--- config.mk ---
export PLATFORM = sky130hd
export DESIGN_NAME = fft_frame_sequencer
export DESIGN_NICKNAME = d
export VERILOG_FILES = /design/src/rtl/fft_pkg.sv /design/src/rtl/fft_stage_timer.sv /design/src/rtl/fft_frame_sequencer.sv
export SDC_FILE = /design/constraint.sdc
export NUM_CORES = 1
export LEC_CHECK = 0
export BUFFER_PORTS_ARGS = -buffer_cell sky130_fd_sc_hd__buf_2
export CAP_MARGIN = 10
export CELL_PAD_IN_SITES_DETAIL_PLACEMENT = 0
export CELL_PAD_IN_SITES_GLOBAL_PLACEMENT = 1
export CORE_ASPECT_RATIO = 2
export CORE_MARGIN = 2
export CORE_UTILIZATION = 35
export CTS_BUF_LIST = sky130_fd_sc_hd__clkbuf_4 sky130_fd_sc_hd__clkbuf_8
export DETAILED_ROUTE_END_ITERATION = 16
export PLACE_DENSITY = 0.71
export SLEW_MARGIN = 15
export SYNTH_ARGS = -nofsm -noshare
export SYNTH_HDL_FRONTEND = slang
export SYNTH_HIERARCHICAL = 1
export SYNTH_SLANG_ARGS = --single-unit
--- constraint.sdc ---
create_clock -name clk -period 1.6 [get_ports clk]
set_input_delay 0.24 -clock clk [delete_from_list [all_inputs] [get_ports clk]]
set_output_delay 0.24 -clock clk [all_outputs]
set_load 0.05 [all_outputs]
--- src/rtl/fft_pkg.sv ---
// Shared definitions for the 16-sample FFT frame path.
// Holds the frame-sequencer state encoding, default geometry and the
// width helper used to size index and counter fields.
package fft_pkg;

    localparam int unsigned N_POINT_DEF = 16;
    localparam int unsigned STAGES_DEF  = 4;

    typedef enum logic [2:0] {
        IDLE  = 3'd0,
        LOAD  = 3'd1,
        STAGE = 3'd2,
        OUT   = 3'd3,
        POP   = 3'd4
    } state_t;

    // Bits needed to count 0..value-1; never less than one bit.
    function automatic int unsigned fft_log2(input int unsigned value);
        int unsigned w;
        w = 1;
        for (int unsigned i = 1; i < 32; i++) begin
            if ((64'd1 << i) < 64'(value)) begin
                w = i + 1;
            end
        end
        return w;
    endfunction

endpackage

--- src/rtl/fft_stage_timer.sv ---
// Butterfly stage timer: holds each stage for STAGE_CYCLES cycles and walks
// the stage index 0..STAGES-1 while enabled.
// Ports:
//   clk, rst            clock, synchronous active-low reset
//   en                  timer runs; when low both counters sit at 0
//   stage               current stage index (registered)
//   last_stage_done_c   combinational: final cycle of the final stage
module fft_stage_timer
    import fft_pkg::*;
#(
    parameter int unsigned STAGES       = STAGES_DEF,
    parameter int unsigned STAGE_CYCLES = 2,
    localparam int unsigned STG_W       = fft_log2(STAGES)
) (
    input  logic             clk,
    input  logic             rst,
    input  logic             en,
    output logic [STG_W-1:0] stage,
    output logic             last_stage_done_c
);

    localparam int unsigned CYC_W = fft_log2(STAGE_CYCLES);

    logic [CYC_W-1:0] cyc;
    logic             cyc_last_c;

    assign cyc_last_c        = (cyc == CYC_W'(STAGE_CYCLES - 1));
    assign last_stage_done_c = en && cyc_last_c && (stage == STG_W'(STAGES - 1));

    // Counters clear when idle so the next frame always starts at stage 0.
    always_ff @(posedge clk) begin
        if (!rst) begin
            cyc   <= '0;
            stage <= '0;
        end else if (!en || last_stage_done_c) begin
            cyc   <= '0;
            stage <= '0;
        end else if (cyc_last_c) begin
            cyc   <= '0;
            stage <= stage + STG_W'(1);
        end else begin
            cyc   <= cyc + CYC_W'(1);
        end
    end

endmodule

--- src/rtl/fft_frame_sequencer.sv ---
// Frame-level controller for the FFT path: load, stage through the
// butterflies, stream N_POINT results with valid/ready, then pop the buffer.
// Ports:
//   clk, rst      clock, synchronous active-low reset
//   buf_finish    buffer frame-complete pulse
//   load_en       one-cycle latch strobe for the butterfly array
//   stage_en      butterfly stage active
//   fft_stage     current stage index
//   res_valid     result word available
//   res_ready     downstream accepts the result
//   res_idx       index of the presented result
//   pop_control   one-cycle buffer pop
//   frame_done    one-cycle end-of-frame pulse
//   frame_cnt     completed frames, wrapping
//   overrun       sticky: a frame arrived while busy
module fft_frame_sequencer
    import fft_pkg::*;
#(
    parameter int unsigned N_POINT      = N_POINT_DEF,
    parameter int unsigned STAGES       = STAGES_DEF,
    parameter int unsigned STAGE_CYCLES = 2,
    parameter int unsigned FCNT_W       = 8,
    localparam int unsigned IDX_W       = fft_log2(N_POINT),
    localparam int unsigned STG_W       = fft_log2(STAGES)
) (
    input  logic              clk,
    input  logic              rst,
    input  logic              buf_finish,
    output logic              load_en,
    output logic              stage_en,
    output logic [STG_W-1:0]  fft_stage,
    output logic              res_valid,
    input  logic              res_ready,
    output logic [IDX_W-1:0]  res_idx,
    output logic              pop_control,
    output logic              frame_done,
    output logic [FCNT_W-1:0] frame_cnt,
    output logic              overrun
);

    state_t state;
    state_t state_next;
    logic   echo_q;
    logic   last_stage_done_c;
    logic   overrun_set_c;
    logic   load_en_d;
    logic   stage_en_d;
    logic   res_valid_d;
    logic   pop_d;

    fft_stage_timer #(
        .STAGES       (STAGES),
        .STAGE_CYCLES (STAGE_CYCLES)
    ) u_timer (
        .clk               (clk),
        .rst               (rst),
        .en                (state == STAGE),
        .stage             (fft_stage),
        .last_stage_done_c (last_stage_done_c)
    );

    // State register.
    always_ff @(posedge clk) begin
        if (!rst) begin
            state <= IDLE;
        end else begin
            state <= state_next;
        end
    end

    // Next state plus next-cycle output decode.
    always_comb begin
        state_next    = state;
        overrun_set_c = 1'b0;
        load_en_d     = 1'b0;
        stage_en_d    = 1'b0;
        res_valid_d   = 1'b0;
        pop_d         = 1'b0;
        case (state)
            IDLE: begin
                // The buffer echoes finish right after a pop; that echo is not a frame.
                if (buf_finish && !echo_q) begin
                    state_next = LOAD;
                end
            end
            LOAD: begin
                overrun_set_c = buf_finish;
                state_next    = STAGE;
            end
            STAGE: begin
                overrun_set_c = buf_finish;
                if (last_stage_done_c) begin
                    state_next = OUT;
                end
            end
            OUT: begin
                overrun_set_c = buf_finish;
                if (res_ready && (res_idx == IDX_W'(N_POINT - 1))) begin
                    state_next = POP;
                end
            end
            POP: begin
                overrun_set_c = buf_finish;
                state_next    = IDLE;
            end
            default: begin
                state_next = IDLE;
            end
        endcase
        load_en_d   = (state_next == LOAD);
        stage_en_d  = (state_next == STAGE);
        res_valid_d = (state_next == OUT);
        pop_d       = (state_next == POP);
    end

    // Registered outputs, result index, frame counter and error flag.
    always_ff @(posedge clk) begin
        if (!rst) begin
            load_en     <= 1'b0;
            stage_en    <= 1'b0;
            res_valid   <= 1'b0;
            pop_control <= 1'b0;
            frame_done  <= 1'b0;
            echo_q      <= 1'b0;
            res_idx     <= '0;
            frame_cnt   <= '0;
            overrun     <= 1'b0;
        end else begin
            load_en     <= load_en_d;
            stage_en    <= stage_en_d;
            res_valid   <= res_valid_d;
            pop_control <= pop_d;
            frame_done  <= pop_d;
            echo_q      <= (state == POP);
            if (state == POP) begin
                frame_cnt <= frame_cnt + FCNT_W'(1);
            end
            if (overrun_set_c) begin
                overrun <= 1'b1;
            end
            if (state == OUT) begin
                if (res_ready) begin
                    res_idx <= res_idx + IDX_W'(1);
                end
            end else begin
                res_idx <= '0;
            end
        end
    end

endmodule
# Word-level counts from Yosys, hierarchy flattened
# Cells that the tools add are included.
[op_classes]
reduce_logical = 12
bitwise = 1
n_eq_ne = 10
muxes = 5
add_sub_neg = 4
[op_table]
columns = ["operator", "n"]
rows = [
  ["$eq A3 B2 Y1 const B", 4],
  ["$pmux W3 S4", 1],
  ["$mux W3", 3],
  ["$add A8 B1 Y8 const B", 1],
  ["$eq A3 B1 Y1 const B", 2],
  ["$eq A3 B3 Y1 const B", 2],
  ["$add A4 B1 Y4 const B", 1],
  ["$eq A4 B4 Y1 const B", 1],
  ["$logic_and A1 B1 Y1", 4],
  ["$reduce_or A4 Y1", 1],
  ["$logic_not A3 Y1", 1],
  ["$reduce_or A3 Y1", 1],
  ["$add A2 B1 Y2 const B", 1],
  ["$eq A2 B2 Y1 const B", 1],
  ["$logic_not A1 Y1", 2],
  ["$reduce_and A2 Y1", 1],
  ["$reduce_or A2 Y1", 1],
  ["$add A1 B1 Y1 const B", 1],
  ["$logic_or A1 B1 Y1", 1],
  ["$mux W1", 1],
  ["$not A1 Y1", 1],
]
[totals]
out_inout_bits = 20
regBits = 24

# Logic depth before layout (Yosys ltp)
[depth]
depth_word = 6
ltp_mapped = 6
depth_no_buf = 5

# Modules after synthesis
# The synthesis kept the hierarchy.
[modules_own_cells]
columns = ["module", "seq_area_each_um2", "area_per_inst_um2", "cells_per_inst", "n_inst"]
rows = [
  ["fft_frame_sequencer", 420.4, 865.8, 95, 1],
  ["fft_stage_timer", 60.1, 128.9, 13, 1],
]

# Worst setup path before layout
# OpenSTA, ideal clock, no wires.
[synth_path]
path_kind = "register -> register"
startpoint = "register frame_cnt[0]"
endpoint = "register frame_cnt[6]"
t_arrival_ps = 1608
setup_slack_ps = -79
path_stages_with_launch = 5
path_buffers = 0
synth_period_minus_slack_ps = 1679
cell_sequence = "dfxtp_1 -> ha_1 -> nand2_1 -> or4_1 -> a21oi_1"
[synth_via]
elab_chain_cells = 1
[synth_rtl]
columns = ["element", "line", "rtl"]
rows = [
  ["from (decl)", "fft_frame_sequencer.sv:37", "output logic [FCNT_W-1:0] frame_cnt,"],
  ["from (signal assigned)", "fft_frame_sequencer.sv:136", "frame_cnt <= frame_cnt + FCNT_W'(1);"],
  ["$add A8 B1 Y8", "fft_frame_sequencer.sv:136", ""],
]
# Every way passes these cells.
# A chain may end at the register's enable or synchronous reset.

# Worst setup path after layout
[layout_path]
startpoint = "register state[1]"
endpoint = "register state[0]"
[layout_via]
elab_chain_cells = 5
elab_cells_between_ends = 8
[layout_rtl]
columns = ["element", "line", "rtl"]
rows = [
  ["from (decl)", "fft_frame_sequencer.sv:41", "state_t state;"],
  ["from (signal assigned)", "fft_frame_sequencer.sv:67", "state <= state_next;"],
  ["$eq A3 B2 Y1", "fft_frame_sequencer.sv:57", ".en (state == STAGE),"],
  ["$logic_and A1 B1 Y1 (2 in series)", "fft_stage_timer.sv:28", "assign last_stage_done_c = en && cyc_last_c && (stage == STG_W'(STAGES - 1));"],
  ["via last_stage_done_c", "fft_frame_sequencer.sv:44", "logic last_stage_done_c;"],
  ["$mux W3", "fft_frame_sequencer.sv:92", "if (last_stage_done_c) begin"],
  ["$pmux W3 S4", "fft_frame_sequencer.sv:79", "case (state)"],
]
# The timed path passes the listed nets, and every way through them passes these cells.

==> qor.csv <==
stage;metric;value;unit
outcome;outcome;finished clean;
timing;hold_violations;0;
routing;post_drt_via_cell_ratio;5.17;
global_routing;grt.overflow.total;0;
setup_path;r2r_start;state[1]$_SDFF_PN0_;
clock_tree;numCtsBuffers;3;
routing;totalWireLength;2.16;mm
clock_tree;h-tree-depth;1;
placed_design;place_area;1160;µm²
logic_synthesis;async_flop_share;0;
placed_design;io_buffer_count;23;
logic_synthesis;yosys-top-cells-area;dfxtp_1, nor2_1, ha_1, a21oi_1, mux2i_1;
finish;nFillCells;281;
clock_tree;clk_pin_slew;0.08;ns
logic_synthesis;ys_top_cells_by_count;dfxtp_1, nor2_1, a21oi_1, nand2_1;
setup_path;path_class;flip-flop to flip-flop;
placed_design;gp_congestion;0.767;
timing;finalMaxSlewViolations;0;
logic_synthesis;synth_nets;115;
setup_path;cp_data_arrival_time;1.63;ns
logic_synthesis;avgSynthCellArea;9.21;µm²
logic_synthesis;synth_ff_type;dfxtp_1;
finish;layout.cells.non_filler;163;
global_routing;grt_max_degree;13;
timing;final.setup.tns;0;ns
pwr;pwr-share-seq;0.582;
logic_synthesis;synth-edff-count;0;
logic_synthesis;synth.most_common_cell;dfxtp_1;
timing;period_needed;1.44;ns
worst_hold_path;holdPathEnd;overrun$_SDFFE_PN0P_;
logic_synthesis;yosys_warnings;6;
routing;drtAntennaViolNets;0;
routing;drtPass1Iterations;4;
logic_synthesis;synth_area;995;µm²
floorplan;dieArea;3310;µm²
global_routing;grt_pass1_vias;769;
timing;rsz0062_at_grt;false;
routing;dr.first_iter.drc_count;15;
pwr;intPower;0.000811;W
logic_synthesis;yosysTopAreaCellShare;0.483;
worst_hold_path;min_path_cells;3;
timing;finalClockSkew;0.00384;ns
finish;drive_above_1_share;0.284;
timing;worst_hold_slack;0.224;ns
job;drv_cap;0;
floorplan;die_x;41.7;µm
routing;num_vias;842;
worst_hold_path;hold_start;buf_finish;
floorplan;core-area;2740;µm²
floorplan;pin_count;24;
setup_path;rr_worst_depth;5;
timing;tightestPinTransition;0.404;ns
pwr;p_switching;0.000249;W
routing;remaining_drc_errors;0;
finish;num-nets-final;143;
logic_synthesis;ys_seq_elements;24;
placed_design;hpwlAfterDp;1.68;mm
clock_tree;cts_tree;built;
placed_design;dp.cells;160;
setup_path;worst-r2r-setup-slack;0.16;ns
clock_tree;clock_latency;0.26;ns
floorplan;initial_core_util;0.364;
pwr;power_frac_comb;0.090;
finish;fin_area;1210;µm²
worst_hold_path;min_path_type;input port to flip-flop;
pwr;pwr_density_cell;877;nW/µm²
pwr;switching_share;0.235;
timing;max_freq;693;MHz
pwr;pwr-share-clk;0.328;
timing;maxSlewHeadroom;0.727;
floorplan;fp.dieH;79.4;µm
pwr;power.leakage;0.508;nW
setup_path;cp.required;1.79;ns
pwr;vdd_drop_max;0.644;mV
logic_synthesis;synth.largest_area_cell;dfxtp_1;
logic_synthesis;syn_inst;108;
clock_tree;cts_max_path_buffers;2;
clock_tree;postCtsSetupBuffers;0;
global_routing;grt_usage;0.142;
logic_synthesis;netlist-cell-type-count;36;
setup_path;critPathLaunchType;flip-flop;
global_routing;antenna_found_initial;0;
clock_tree;clockRootBuffer;clkbuf_8;
logic_synthesis;yosysSeqAreaShare;0.483;
finish;diodes;0;
finish;area_delta_synth_final;21.6;%
setup_path;cp_max_fo;5;
global_routing;grt_pass1_wl;3.59;mm
timing;min_period_over_period;0.902;
timing;setup_viol;0;
floorplan;num_rows;27;
setup_path;endpoint_kind;flip-flop;
routing;avgRoutedWirePerCell;13.2;µm
setup_path;reg2reg_to;state[0]$_SDFF_PN0_;
clock_tree;numClockSinks;24;
[power by group through the flow]
| stage | clock (W) | combinational, W | sequential (W) |
|---|---|---|---|
| floorplan | 0 | 0.0000415 | 0.000653 |
| global placement | 0 | 0.0000940 | 0.000630 |
| detailed placement | 0 | 0.0000942 | 0.000631 |
| CTS | 0.000359 | 0.0000945 | 0.000617 |
| global route | 0.000393 | 0.000102 | 0.000619 |
| finish | 0.000348 | 0.0000951 | 0.000617 |
[state kept, by name, summed over array words and instances, names as in the netlist, 2 cells and up]
signal and flops:
state 3, u_timer/stage 2, res_idx 4, frame_cnt 8
[worst max-delay path by stage]
stage                                    from                   endpoint  slack, ns  cells after the start
floorplan           frame_cnt[4]$_SDFFE_PN0P_  frame_cnt[7]$_SDFFE_PN0P_       0.05                      3
global placement          state[2]$_SDFF_PN0_  frame_cnt[4]$_SDFFE_PN0P_       0.19                      4
detailed placement        state[2]$_SDFF_PN0_  frame_cnt[3]$_SDFFE_PN0P_       0.13                      4
CTS                       state[2]$_SDFF_PN0_  frame_cnt[3]$_SDFFE_PN0P_       0.10                      4
global route              state[0]$_SDFF_PN0_  frame_cnt[3]$_SDFFE_PN0P_      0.008                      4
finish                    state[1]$_SDFF_PN0_        state[0]$_SDFF_PN0_       0.16                      5
[placed cells by master, fill, tap and decap left out, types with 2 or more instances in the layout]
cell and count:
o31ai_1 2, xor2_1 2, xnor2_1 3, dfxtp_2 3
nand2b_1 3, dfxtp_1 21, buf_4 5, nand3b_1 3
o21ai_0 4, clkbuf_8 3, ha_1 3, nor2_1 15
buf_2 23, nand4_1 3, or4_1 2, nor3b_1 2
or3_1 4, a21oi_1 7, mux2i_1 3, nand2_1 7
[timing repair]
item                       in CTS  in global routing
hold buffers                    0                  0
gates resized for setup         0                  1
setup endpoints to repair       0                  3
hold endpoints to repair        0                  0
[per-layer routing]
layer,vias to the layer above,track usage,part of all wire
li1,430,-,-
met1,391,0.150,0.39
met2,17,0.256,0.56
met3,4,0.0317,0.030
met4,0,0.0677,0.014
met5,-,0,0
[cell type report]
type / count / area [µm²] / area share
flip-flops and latches: 24 / 484 / 0.400
repair buffers: 28 / 153 / 0.126
multi-input cells: 77 / 488 / 0.403
clock buffers: 3 / 41.3 / 0.0341
well taps: 29 / 36.3 / 0.0300
inverters: 2 / 7.51 / 0.00620
[stage by stage]
stage | power (W) | utilization | setup WS [ns]
2_1_floorplan | 0.000695 | - | 0.0465
4_1_cts | 0.00107 | 0.440 | 0.102
6_report | 0.00106 | 0.442 | 0.157
3_3_place_gp | 0.000724 | 0.425 | 0.194
5_1_grt | 0.00111 | 0.442 | 0.00809
3_5_place_dp | 0.000725 | 0.425 | 0.133
[worst max-delay path: stages (launching register included)]
cell and delay, ns:
dfxtp_1 0.41, nor3b_1 0.30, and3_1 0.25, nand3b_1 0.09, a21o_1 0.16, a21oi_1 0.16
[kinds of logic (layout without fill, tap and decap cells)]
| group | after synthesis | after routing | synth area share |
|---|---|---|---|
| AOI/OAI and AO/OA | 17 | 17 | 0.101 |
| xor gates and xnor gates | 5 | 5 | 0.0440 |
| adders and majority gates | 3 | 3 | 0.0377 |
| buffers and inverters | 7 | 33 | 0.0314 |
| DFF | 24 | 24 | 0.483 |
| muxes | 3 | 3 | 0.0302 |
| and+or+nand+nor | 49 | 49 | 0.273 |
Power figures use the tool's default switching activity.
